[config.mk]
export PLATFORM = sky130hd
export DESIGN_NAME = rf_writeback_buffer
export DESIGN_NICKNAME = d
export VERILOG_FILES = /design/src/rtl/rf_writeback_buffer.sv
export SDC_FILE = /design/constraint.sdc
export NUM_CORES = 1
export LEC_CHECK = 0
export CAP_MARGIN = 20
export CORE_MARGIN = 2
export CORE_UTILIZATION = 52
export CTS_CLUSTER_SIZE = 16
export DETAILED_ROUTE_END_ITERATION = 8
export PLACE_DENSITY = 0.76
export SYNTH_ARGS = -nofsm -noshare
export SYNTH_HDL_FRONTEND = slang
export SYNTH_SLANG_ARGS = --single-unit
[constraint.sdc]
create_clock -name clk_i -period 3.2 [get_ports clk_i]
set_input_delay 0.32 -clock clk_i [delete_from_list [all_inputs] [get_ports clk_i]]
set_output_delay 0.32 -clock clk_i [all_outputs]
set_load 0.02 [all_outputs]
[src/rtl/rf_writeback_buffer.sv]
// rf_writeback_buffer
//   Write-side producer for the register file. Results from LANES execution
//   lanes are accepted over per-lane valid/ready handshakes and queued in
//   per-lane FIFOs. Each cycle the FIFO heads are arbitrated so that at most
//   one RF write port targets a given register. Granted heads are popped and
//   drive registered RF write ports one cycle later.
//
//   Handshake: a transfer on lane l happens at a rising edge where
//   valid_i[l] && ready_o[l]. ready_o depends only on FIFO state and flush_i,
//   never on valid_i. The producer may raise or drop valid_i freely.
//
// Ports
//   clk_i, arst_ni        clock, asynchronous active-low reset
//   flush_i               synchronous discard of every queued write
//   valid_i/ready_o       per-lane handshake
//   addr_i/data_i         per-lane destination register and result
//   select_r_o/data_o     registered RF write address/data per port
//   enable_writing_o      registered RF write strobe per port
//   busy_o                any entry queued or any strobe active
//   pending_addr_i/pending_o  (only when RF_WB_PENDING_EN is defined)
//                         hazard query: a write to pending_addr_i is still
//                         queued or strobing
//
// Configuration macro: RF_WB_PENDING_EN
module rf_writeback_buffer #(
  parameter int WORD_WIDTH    = 32,
  parameter int ADDRESS_WIDTH = 5,
  parameter int LANES         = 4,
  parameter int DEPTH         = 4
) (
  input  logic                                    clk_i,
  input  logic                                    arst_ni,
  input  logic                                    flush_i,
  input  logic [LANES-1:0]                        valid_i,
  output logic [LANES-1:0]                        ready_o,
  input  logic [LANES-1:0][ADDRESS_WIDTH-1:0]     addr_i,
  input  logic [LANES-1:0][WORD_WIDTH-1:0]        data_i,
`ifdef RF_WB_PENDING_EN
  input  logic [ADDRESS_WIDTH-1:0]                pending_addr_i,
  output logic                                    pending_o,
`endif
  output logic [LANES-1:0][ADDRESS_WIDTH-1:0]     select_r_o,
  output logic [LANES-1:0][WORD_WIDTH-1:0]        data_o,
  output logic [LANES-1:0]                        enable_writing_o,
  output logic                                    busy_o
);

  localparam int PW = $clog2(DEPTH);
  typedef logic [PW-1:0] ptr_t;
  typedef logic [PW:0]   cnt_t;

  logic [LANES-1:0][DEPTH-1:0][ADDRESS_WIDTH-1:0] addr_mem_q, addr_mem_d;
  logic [LANES-1:0][DEPTH-1:0][WORD_WIDTH-1:0]    data_mem_q, data_mem_d;
  logic [LANES-1:0][PW-1:0]                       rptr_q, rptr_d;
  logic [LANES-1:0][PW-1:0]                       wptr_q, wptr_d;
  logic [LANES-1:0][PW:0]                         count_q, count_d;
  logic [LANES-1:0][ADDRESS_WIDTH-1:0]            sel_q, sel_d;
  logic [LANES-1:0][WORD_WIDTH-1:0]               wdata_q, wdata_d;
  logic [LANES-1:0]                               en_q, en_d;

  logic [LANES-1:0]                               not_empty, full, push, grant;
  logic [LANES-1:0][ADDRESS_WIDTH-1:0]            head_addr;
  logic [LANES-1:0][WORD_WIDTH-1:0]               head_data;

  // FIFO status and head words.
  always_comb begin
    for (int l = 0; l < LANES; l++) begin
      not_empty[l] = (count_q[l] != '0);
      full[l]      = (count_q[l] == cnt_t'(DEPTH));
      head_addr[l] = addr_mem_q[l][rptr_q[l]];
      head_data[l] = data_mem_q[l][rptr_q[l]];
    end
  end

  // Lowest lane wins a same-address collision; losers keep their head.
  always_comb begin
    grant = not_empty;
    for (int l = 0; l < LANES; l++) begin
      for (int k = 0; k < LANES; k++) begin
        if (k < l && not_empty[k] && head_addr[k] == head_addr[l]) begin
          grant[l] = 1'b0;
        end
      end
    end
  end

  // A full FIFO never accepts, even when its head pops this cycle.
  assign ready_o = ~full & {LANES{~flush_i}};
  assign push    = valid_i & ready_o;

  always_comb begin
    addr_mem_d = addr_mem_q;
    data_mem_d = data_mem_q;
    rptr_d     = rptr_q;
    wptr_d     = wptr_q;
    count_d    = count_q;
    sel_d      = sel_q;
    wdata_d    = wdata_q;
    en_d       = en_q;
    if (flush_i) begin
      // Flush beats push and pop; the last written address/data are kept.
      rptr_d  = '0;
      wptr_d  = '0;
      count_d = '0;
      en_d    = '0;
    end else begin
      en_d = grant;
      for (int l = 0; l < LANES; l++) begin
        if (grant[l]) begin
          rptr_d[l]  = rptr_q[l] + ptr_t'(1);
          sel_d[l]   = head_addr[l];
          wdata_d[l] = head_data[l];
        end
        if (push[l]) begin
          addr_mem_d[l][wptr_q[l]] = addr_i[l];
          data_mem_d[l][wptr_q[l]] = data_i[l];
          wptr_d[l]                = wptr_q[l] + ptr_t'(1);
        end
        count_d[l] = count_q[l] + cnt_t'(push[l]) - cnt_t'(grant[l]);
      end
    end
  end

  always_ff @(posedge clk_i or negedge arst_ni) begin
    if (!arst_ni) begin
      addr_mem_q <= '0;
      data_mem_q <= '0;
      rptr_q     <= '0;
      wptr_q     <= '0;
      count_q    <= '0;
      sel_q      <= '0;
      wdata_q    <= '0;
      en_q       <= '0;
    end else begin
      addr_mem_q <= addr_mem_d;
      data_mem_q <= data_mem_d;
      rptr_q     <= rptr_d;
      wptr_q     <= wptr_d;
      count_q    <= count_d;
      sel_q      <= sel_d;
      wdata_q    <= wdata_d;
      en_q       <= en_d;
    end
  end

  assign select_r_o       = sel_q;
  assign data_o           = wdata_q;
  assign enable_writing_o = en_q;
  assign busy_o           = (|not_empty) | (|en_q);

`ifdef RF_WB_PENDING_EN
  ptr_t pend_idx;

  // Scan only the live slots of each FIFO, counted forward from the head.
  always_comb begin
    pending_o = 1'b0;
    pend_idx  = '0;
    for (int l = 0; l < LANES; l++) begin
      if (en_q[l] && sel_q[l] == pending_addr_i) begin
        pending_o = 1'b1;
      end
      for (int j = 0; j < DEPTH; j++) begin
        pend_idx = rptr_q[l] + ptr_t'(j);
        if (cnt_t'(j) < count_q[l] && addr_mem_q[l][pend_idx] == pending_addr_i) begin
          pending_o = 1'b1;
        end
      end
    end
  end
`endif

endmodule
# Yosys cells after proc, flatten, opt, wreduce, memory -nomap -nowiden
# Index checks and enable logic that the tools add are counted.
# classes
addsub	16
multipliers	0
div	0
n_lt_le_gt_ge	12
n_eq_ne	10
shift	0
mux	58
bitwise_logic	5
n_reduce_logical	32
# ops
op	n
bitwise mux 128 bit	4
binary-select mux 32 bit (select 2 bit)	4
demux 32 bit (select 2 bit)	4
two-way mux 32 bit	8
bitwise mux 20 bit	4
binary-select mux 5 bit (select 2 bit)	4
demux 5 bit (select 2 bit)	4
two-way mux 5 bit	8
== test 5 bit	6
< comparator 2 x 3 -> 1 bit, second input constant	8
adder 2 x 1 -> 2 bit, second input constant	8
two-way mux 2 bit	8
two-way mux 8 bit	2
AND reduction 2 bit	8
nonzero test 2 bit	8
adder 3 x 1 -> 3 bit	4
== test 3 bit, second input constant	4
two-way mux 12 bit	1
nonzero test 3 bit	4
subtractor 3 x 1 -> 3 bit	4
logical AND 1 bit	10
AND 4 bit	2
>= comparator 2 x 1 -> 1 bit, second input constant	4
OR reduction 4 bit	2
other kinds (5)	10
# totals
ff_bits	772
latchBits	0
ramBits	0
rom_bits	0
input_bits	155
output_inout_bits	157
elab_cells	186
mem_count	0

# Logic depth before layout (Yosys ltp)
# logic_depth
ltp_word	9
mapped_depth	13

# Worst setup path before layout
# OpenSTA, ideal clock, no wires.
# synth_path
path_kind	flip-flop to flip-flop
from	register rptr_q[0] (netlist name)
to	register count_q[5] (netlist name)
setup_ns	0.132
t_arrival_ns	2.935
required_time_ns	3.068
slack_ns	0.133
stages_incl_launch_ff	12
path_cell_list	dfrtp_1 -> buf_4 -> mux4_2 -> xor2_1 -> nor4_2 -> a21oi_1 -> ha_1 -> inv_1 -> ha_1 -> fa_1 -> xnor2_1 -> nor2_1
# synth_lines
element	line_no	text
from (decl)	54	logic [LANES-1:0][PW-1:0] rptr_q, rptr_d;
from (signal assigned)	137	rptr_q <= rptr_d;
to (signal assigned)	139	count_q <= count_d;
to (decl)	56	logic [LANES-1:0][PW:0] count_q, count_d;

==> qor.txt <==
part of the power in combinational logic: 0.390
commonest non-fill, non-tap cell in the layout: dfrtp_1
Min-Delay Path Class: input pin to asynchronous set/reset pin
Max VDD drop: 0.590 mV
Fin. Hold Viols: 0
initial antenna violation count: 14
syn avg cell area: 16.8 µm²
leak pwr: 17.8 nW
Initial DRC Count: 898
RePlAce Congestion: 0.770
sw frac: 0.304
CTS root buf: clkbuf_16
clock slew at reported path FFs: 0.06 ns
Setup CP Type: flip-flop to flip-flop
layout cells sized above 1: 0.476
Period minus WS final: 3.11 ns
Yosys reg bits: 772
Via density: 5.62
Site Rows: 92
Rel. slew slack: 0.530
Routed WL per cell: 22.5 µm
DP HPWL: 47100 µm
DR pass1 iterations: 4
Critical Path End Type: flip-flop
Layout area overhead: 23.3%
H-tree levels: 3
Int Power: 30.4 mW
Clock Latency Late Sink: 0.62 ns
clock buffer depth: 3
Synth Instances: 1963
Critical Path RT: 3.69 ns
Final setup viols: 0
Net Count, Synth: 2144
most frequent cells in the layout: dfrtp_1, mux2_2, clkdlybuf4s50_1, mux4_2, clkbuf_16
fin util: 0.646
CTS tree: done
Synth cell types: 39
drc violations: 0
final worst-path cycle share: 0.973
vias in the first global route: 20405
power density over cell area: 1070 mW/mm²
DRT antenna net count: 0
sequential area share after synthesis: 0.587
Starting Density: 0.524
post-synthesis cell area: 0.0329 mm²
Global Route Usage Sum: 0.230
Die Height: 256 µm
Total Die Area: 0.0654 mm²
input/output buffers: 311
Yosys Warn Count: 0
WP data arrival: 3.61 ns
fin. max-slew vios: 0
crit path launch type: flip-flop
Worst Max-Slew Pin Slew: 0.705 ns
crit path max fanout: 8
Top Ports: 312
clock group share of total power: 0.223
status: finished clean
Core Area: 0.0629 mm²
TritonCTS Buffers: 82
Psw: 13.2 mW
Worst Skew: 0.0219 ns
largest net degree at the start of global routing: 98
final net count: 2531
total power: 43.6 mW
final wirelength: 73400 µm
TNS Setup: 0 ns
Sequential Power Share: 0.387
CTS Sinks: 772
Vias: 18362
first-pass GRT wire length: 118000 µm
die width: 256 µm
max capacitance violation total: 0
Fmax: 321 MHz
GRT overflow: 0
[per-layer routing]
layer | GRT usage | vias to the layer above | routed length (µm)
met1 | 0.303 | 9856 | 30900
met3 | 0.0537 | 122 | 3980
met2 | 0.381 | 347 | 36800
met4 | 0.0726 | 14 | 1650
li1 | - | 8023 | -
met5 | 0 | - | 93
[worst max-delay path: stages, from the launching register on]
cell and delay (ns):
dfrtp_2 0.50, mux4_2 0.62, xnor2_1 0.21, nand4_1 0.18, o32ai_4 0.35, or3_4 0.19
xnor2_1 0.12, ha_2 0.19, inv_1 0.06, fa_2 0.38, xnor2_2 0.15, nor2_1 0.06
[state kept, by name, indices dropped and copies added (netlist names)]
signal            count
select_r_o           20
count_q              12
wptr_q                8
data_o              128
data_mem_q          512
rptr_q                8
addr_mem_q           80
enable_writing_o      4
[Yosys cell counts]
cell,count,area share
mux4_2,148,0.10
a21oi_1,6,0.00091
nor2b_1,9,0.0017
o31a_1,1,0.00027
mux2_2,714,0.24
a211oi_1,1,0.00023
mux2_1,10,0.0034
or2_2,1,0.00019
inv_1,24,0.0027
mux2_4,19,0.0087
o31ai_1,5,0.0011
o21ai_0,2,0.00030
clkbuf_1,78,0.0089
a21o_1,2,0.00046
xnor2_1,29,0.0077
a31o_2,1,0.00027
a211o_1,1,0.00027
and2_1,4,0.00076
buf_2,5,0.00076
buf_6,7,0.0024
nor4_2,1,0.00038
nor4_1,4,0.00076
nor3b_1,1,0.00023
fa_1,4,0.0024
nand3_1,3,0.00046
and3_1,1,0.00019
buf_4,7,0.0016
nand2_1,23,0.0026
o311ai_1,1,0.00027
or3_1,1,0.00019
a31oi_1,1,0.00019
xor2_1,14,0.0037
buf_1,8,0.00091
dfrtp_1,772,0.59
nor2_1,21,0.0024
o32ai_2,1,0.00049
nor3_1,7,0.0011
ha_1,22,0.0084
nand4_1,4,0.00076
[area by class of cell]
cell class,count,area (µm²)
Sequential cell,772,19300
Antenna cell,9,22.5
Clock inverter,18,253
Fill cell,4404,22200
Multi-Input combinational cell,1062,13200
Clock buffer,126,2530
Timing Repair Buffer,408,4140
Inverter,24,90.1
Tap cell,846,1060
[kinds of logic after synthesis]
family	synth area share
fa+ha+maj	0.0108
flops	0.587
buf+inv	0.0173
compound gates	0.00479
simple gates	0.0117
mux	0.357
xor+xnor	0.0114
[per-stage QoR]
step                instance area [µm²]  cells  hold slack [ns]  worst slack (ns)
floorplan                         32900   1963           0.0244             0.133
global placement                  37600   3095            0.365             0.104
detailed placement                37600   3095            0.370           -0.0221
CTS                               40400   3242            0.313           0.00782
global route                      40600   3263            0.375           -0.0314
finish                            40600   3265            0.314            0.0854
[path summary, 6_finish.rpt]
path,cells after the start,slack (ns),startpoint,endpoint
setup / recovery,11,0.09,rptr_q[6]$_DFFE_PN0P_,count_q[11]$_DFF_PN0_
hold / removal,2,0.31,arst_ni,data_mem_q[402]$_DFFE_PN0P_
setup reg to reg,11,0.09,rptr_q[6]$_DFFE_PN0P_,count_q[11]$_DFF_PN0_
hold reg to reg,1,0.49,data_o[83]$_DFFE_PN0P_,data_o[83]$_DFFE_PN0P_
max in group asynchronous,3,1.89,arst_ni,data_o[80]$_DFFE_PN0P_
min in group clk_i,2,0.40,addr_i[6],addr_mem_q[21]$_DFFE_PN0P_
[power groups by stage]
stage	Clock, mW	Combinational [mW]	Sequential [mW]
final	9.71	17.0	16.9
after global routing	10.4	18.2	17.5
after CTS	9.94	16.8	16.9
after detailed placement	0	16.7	17.1
after global placement	0	16.2	16.7
after floorplan	0	10.7	17.3
[what timing repair did]
action | 4_1_cts | 5_1_grt
pin swaps | 0 | 14
endpoints found under the setup margin | 1 | 6
hold buffers | 1 | 0
gates cloned | 0 | 0
setup buffers | 2 | 14
hold endpoints to repair | 58 | 0
resized for setup | 0 | 14
No activity file was read; power rests on OpenSTA's default activity.
==> edit 1 (same settings) <==
Change the parameter `ADDRESS_WIDTH` from 5 to 4.
--- a/src/rtl/rf_writeback_buffer.sv
+++ b/src/rtl/rf_writeback_buffer.sv
@@ -24,7 +24,7 @@
 // Configuration macro: RF_WB_PENDING_EN
 module rf_writeback_buffer #(
   parameter int WORD_WIDTH    = 32,
-  parameter int ADDRESS_WIDTH = 5,
+  parameter int ADDRESS_WIDTH = 4,
   parameter int LANES         = 4,
   parameter int DEPTH         = 4
 ) (
Interface: changed (resized addr_i and select_r_o); port bits go from 312 to 304. The function was not compared with the original's and may differ.
==> edit 1 against the original RTL <==
Final area is 3.3% lower; total power is 3.7% lower; combinational power is 5% lower; clock skew is 4.2 ps higher; count of clock-buffer cells in the layout is 1 higher; synthesized area is 2.3% lower; final cell count is 4.2% lower; synthesized cell count is 2.8% lower; worst setup slack better by 58 ps; wire length is 2.9% lower; sequential cell count is 20 lower; hold slack better by 17 ps; largest cell class unchanged; critical endpoint unchanged.
==> edit 1: results (changes against the original RTL) <==
stage;metric;value;unit;change
global_routing;Total GRT Usage;22.9;%;was 23.0%
power_and_ir_drop;Pwr Total;42.0;mW;was 43.6 mW
logic_synthesis;gate count of the mapped netlist;1908;;was 1963
power_and_ir_drop;Sequential Power Share;39.3;%;was 38.7%
global_routing;first-pass GRT wire length;113000;um;was 118000 um
route;via density per instance;5.67;;was 5.62
route;WL met2;36000;um;was 36800 um
worst_setup_path;CP arrival;3540;ps;was 3610 ps
clocking;TritonCTS buffer count;80;;was 82
clocking;Clock Path Buffers;3;;unchanged
route;wire length on met3;3740;um;was 3980 um
global_routing;met1 Use GR;29.6;%;was 30.3%
logic_synthesis;top cells by area in the synthesized netlist;dfrtp_1, mux2_2, mux4_2, mux2_4, mux2_1;;was dfrtp_1, mux2_2, mux4_2, clkbuf_1, mux2_4
layout;Filler cells;4331;;was 4404
layout;Layout Nets;2443;;was 2531
logic_synthesis;most frequent cells after synthesis;dfrtp_1, mux2_2, mux4_2;;unchanged
worst_setup_path;crit-path leading delay family;multiplexers;;unchanged
logic_synthesis;synth unique cells;42;;was 39
place;GP Congestion;0.754;;was 0.770
power_and_ir_drop;P_leak;17.3;nW;was 17.8 nW
clocking;Root Buffer;clkbuf_16;;unchanged
place;Setup WS pre-CTS;56.2;ps;was -22.1 ps
logic_synthesis;register area share after synthesis;58.5;%;was 58.7%
layout;share of cells above drive strength 1;46.0;%;was 47.6%
logic_synthesis;Syn Nets;2085;;was 2144
global_routing;met2 usage in global routing;38.6;%;was 38.1%
route;drt initial violations;805;;was 898
hold_path;worst hold path class;primary input to asynchronous set/reset pin;;unchanged
logic_synthesis;Async SR Flop Fraction;100;%;unchanged
place;DP HPWL;45800;um;was 47100 um
place;# port buffers;303;;was 311
sta;skew final;26.1;ps;was 21.9 ps
worst_setup_path;Slowest Stage Delay on Critical Path;590;ps;was 620 ps
place;DP Cell Count;2969;;was 3095
worst_setup_path;r2r startpoint;rptr_q[4];;was rptr_q[6]
worst_setup_path;FF-to-FF path depth;12;;was 11
sta;Worst slew margin;53.0;%;about the same
route;WL per Instance;22.8;um;was 22.5 um
route;final WL;71300;um;was 73400 um
power_and_ir_drop;peak supply drop;0.641;mV;was 0.590 mV
global_routing;vias in the first global route;19915;;was 20405
global_routing;grt met3 use;4.54;%;was 5.37%
status;status;finished, final reports clean;;unchanged
global_routing;largest net degree at the start of global routing;107;;was 98
sta;worst hold slack;331;ps;was 314 ps
power_and_ir_drop;Pint;29.2;mW;was 30.4 mW
sta;period utilization;95.5;%;was 97.3%
global_routing;initial antenna violation count;9;;was 14
power_and_ir_drop;Combinational Power;16.2;mW;was 17.0 mW
route;Met1 Wirelength;29600;um;was 30900 um
worst_setup_path;Worst R2R Setup Slack;140;ps;was 90 ps
worst_setup_path;CP startpoint;rptr_q[4];;was rptr_q[6]
worst_setup_path;worst-path maximum fanout;4;;was 8
-- edit 1: cell types whose count changed in the layout (fill, tap and decap cells not counted), moves of 4 or more --
cell | before | now
xnor2_2 | 4 | 0
dfrtp_1 | 764 | 744
nand4_1 | 4 | 0
mux2_1 | 10 | 28
clkbuf_1 | 18 | 24
clkbuf_16 | 87 | 83
mux2_4 | 19 | 29
xor2_1 | 14 | 10
buf_4 | 73 | 54
clkdlybuf4s50_1 | 310 | 302
mux2_2 | 714 | 666
mux4_2 | 148 | 144
-- edit 1: metrics by stage --
step | utilization (%) | cell area (um^2)
floorplan | - | 32200
global placement | 59.5 | 36500
detailed placement | 59.5 | 36500
CTS | 63.9 | 39200
global route | 64.0 | 39300
finish | 64.0 | 39300
-- edit 1: cell families after synthesis --
logic type      synth area share, %
flops                          58.5
fa+ha+maj                      1.10
xor+xnor                      0.980
simple gates                   1.28
mux                            35.8
compound gates                0.549
buf+inv                        1.82
-- edit 1: area by class of cell --
cell class	instances	share of cell area [%]
flip-flops and latches	752	48.0
multi-input cells	1032	32.6
repair buffers	379	9.87
clock buffers	127	6.22
well taps	790	2.52
clock inverters	18	0.558
inverters	21	0.201
diodes	10	0.0637
-- edit 1: worst register-to-register path: stages, from the launching register on --
cell and delay, ps:
dfrtp_2 400, buf_4 150, mux4_2 590, xnor2_1 170, nand3_1 70, o22ai_1 100, or3_1 440, xnor2_1 180
ha_1 180, inv_1 50, fa_1 400, xnor2_1 160, nor2_1 50
-- edit 1: timing repair --
item | 4_1_cts | 5_1_grt
setup buffers | 0 | 4
hold buffers | 1 | 0
endpoints found under the setup margin | 0 | 2
endpoints found under the hold margin | 63 | 0
gates resized for setup | 0 | 4
==> edit 2 (same settings) <==
Without the edit above. Make the reset (`arst_ni`) synchronous in one clocked block. Comments in the files are not updated.
--- a/src/rtl/rf_writeback_buffer.sv
+++ b/src/rtl/rf_writeback_buffer.sv
@@ -121,7 +121,7 @@
     end
   end
 
-  always_ff @(posedge clk_i or negedge arst_ni) begin
+  always_ff @(posedge clk_i) begin
     if (!arst_ni) begin
       addr_mem_q <= '0;
       data_mem_q <= '0;
Function: changed (Yosys sat finds a counterexample within 4 cycles, from zero or initial values and one cycle with arst_ni low; the reset may be asserted at any time).
==> edit 2 against the original RTL <==
Largest cell class unchanged; final cell count increased by 43%; sequential cell count did not move; critical endpoint is now count_q[5]; wire length up 16%; synthesized area is 5.0% lower; non-clock buffer count is 3 higher; final area down 6.7%; worst setup slack better by 46 ps.
Power is not compared: it rests on default switching activity, and its combinational part moved more than twofold at a synthesized area within 25%.
==> edit 2: results (changes against the original RTL) <==
stage;metric;value;unit;change
route;drt initial violations;1863;;was 898
sta;Worst slew margin;43.8;%;was 53.0%
logic_synthesis;synth unique cells;40;;was 39
route;via density per instance;5.52;;was 5.62
global_routing;first-pass GRT wire length;136000;um;was 118000 um
logic_synthesis;register area share after synthesis;49.4;%;was 58.7%
clocking;Clock Latency Late Sink;620;ps;about the same
place;Setup WS pre-CTS;-32.9;ps;was -22.1 ps
power_and_ir_drop;peak supply drop;0.669;mV;
clocking;H-tree Lvls;3;;unchanged
logic_synthesis;Syn Nets;3781;;was 2144
power_and_ir_drop;P_leak;13.6;nW;
logic_synthesis;top cells by area in the synthesized netlist;dfxtp_1, nand2_1, a21oi_1, mux4_2, mux2i_1;;was dfrtp_1, mux2_2, mux4_2, clkbuf_1, mux2_4
hold_path;worst hold path class;primary input to flop;;was primary input to asynchronous set/reset pin
logic_synthesis;Async SR Flop Fraction;0;%;was 100%
place;GP Congestion;0.787;;was 0.770
clocking;Clock Path Buffers;3;;unchanged
route;final WL;85400;um;was 73400 um
global_routing;vias in the first global route;25303;;was 20405
layout;Layout Nets;3999;;was 2531
place;# port buffers;311;;unchanged
global_routing;Total GRT Usage;26.9;%;was 23.0%
clocking;cts hold-fix bufs;0;;was 1
route;first drt pass iteration count;5;;was 4
global_routing;largest net degree at the start of global routing;127;;was 98
logic_synthesis;most frequent cells after synthesis;nand2_1, dfxtp_1, a21oi_1;;was dfrtp_1, mux2_2, mux4_2
sta;skew final;21.3;ps;was 21.9 ps
place;DP HPWL;50700;um;was 47100 um
status;status;finished, final reports clean;;unchanged
worst_setup_path;worst-path maximum fanout;7;;was 8
worst_setup_path;CP arrival;3560;ps;was 3610 ps
layout;share of cells above drive strength 1;10.4;%;was 47.6%
layout;Filler cells;5009;;was 4404
clocking;TritonCTS buffer count;80;;was 82
place;placed cell areas;35100;um^2;was 37600 um^2
global_routing;initial antenna violation count;12;;was 14
==> edit 2: layout make-up <==
| class | count | share of cell area [%] |
|---|---|---|
| Clock buffer | 119 | 6.42 |
| Tap cell | 773 | 2.55 |
| Sequential cell | 772 | 40.8 |
| Clock inverter | 27 | 0.931 |
| Timing Repair Buffer | 411 | 10.5 |
| Inverter | 23 | 0.248 |
| Antenna cell | 4 | 0.0264 |
| Multi-Input combinational cell | 2530 | 38.5 |
==> edit 2: cell families after synthesis <==
logic type               count (synthesis)  synth area share, %
AND/OR/NAND/NOR                       1510                 18.6
flip-flops                             772                 49.4
AO/OA/AOI/OAI                          721                 12.2
buffers and inverters                  298                 4.17
multiplexers                           227                 13.2
XOR/XNOR                                46                 1.29
adder cells (fa/ha/maj)                 26                 1.14
==> edit 2: path summary, 6_finish.rpt <==
kind | start | to | slack, ps | cells after the start
worst max register to register | rptr_q[0] | count_q[5] | 130 | 11
worst max-delay path | rptr_q[0] | count_q[5] | 130 | 11
worst min-delay path | arst_ni | data_o[102] | 160 | 3
worst min register to register | data_mem_q[476] | data_mem_q[476] | 450 | 2
==> edit 2: critical path, stage by stage, from the launching register on <==
cell and delay [ps]:
dfxtp_4 420, mux4_2 610, xor2_1 180, nor4_2 350
a21oi_2 120, ha_1 300, inv_1 40, ha_1 180
fa_1 380, xnor2_1 170, xnor2_1 140, nor2_1 60
==> edit 2: repair_timing <==
item / CTS / global route
gates resized for setup: 3 / 7
setup endpoints to repair: 2 / 3
pin swaps: 0 / 2
setup buffers: 0 / 4
gates cloned: 0 / 0
==> edit 2: per-stage QoR <==
step	instances	util [%]	hold slack, ps
floorplan	3600	-	432
global placement	4505	59.2	438
detailed placement	4505	59.2	444
CTS	4651	63.9	110
global route	4659	64.0	138
finish	4659	64.0	156
==> edit 2: where the power goes <==
group	leakage, nW	internal [mW]	switching [mW]	total, mW
registers	6.24	10.0	0.306	10.3
logic	6.01	2.21	3.23	5.44
clock network	1.38	5.91	3.87	9.78
total	13.6	18.1	7.40	25.5
==> edit 2: layer usage <==
layer	vias to the layer above	routed length, um	global-route usage [%]
met5	-	100	0
met4	16	2200	8.92
met3	149	5230	5.05
met2	743	42500	46.4
met1	12336	35400	34.0
li1	12493	-	-
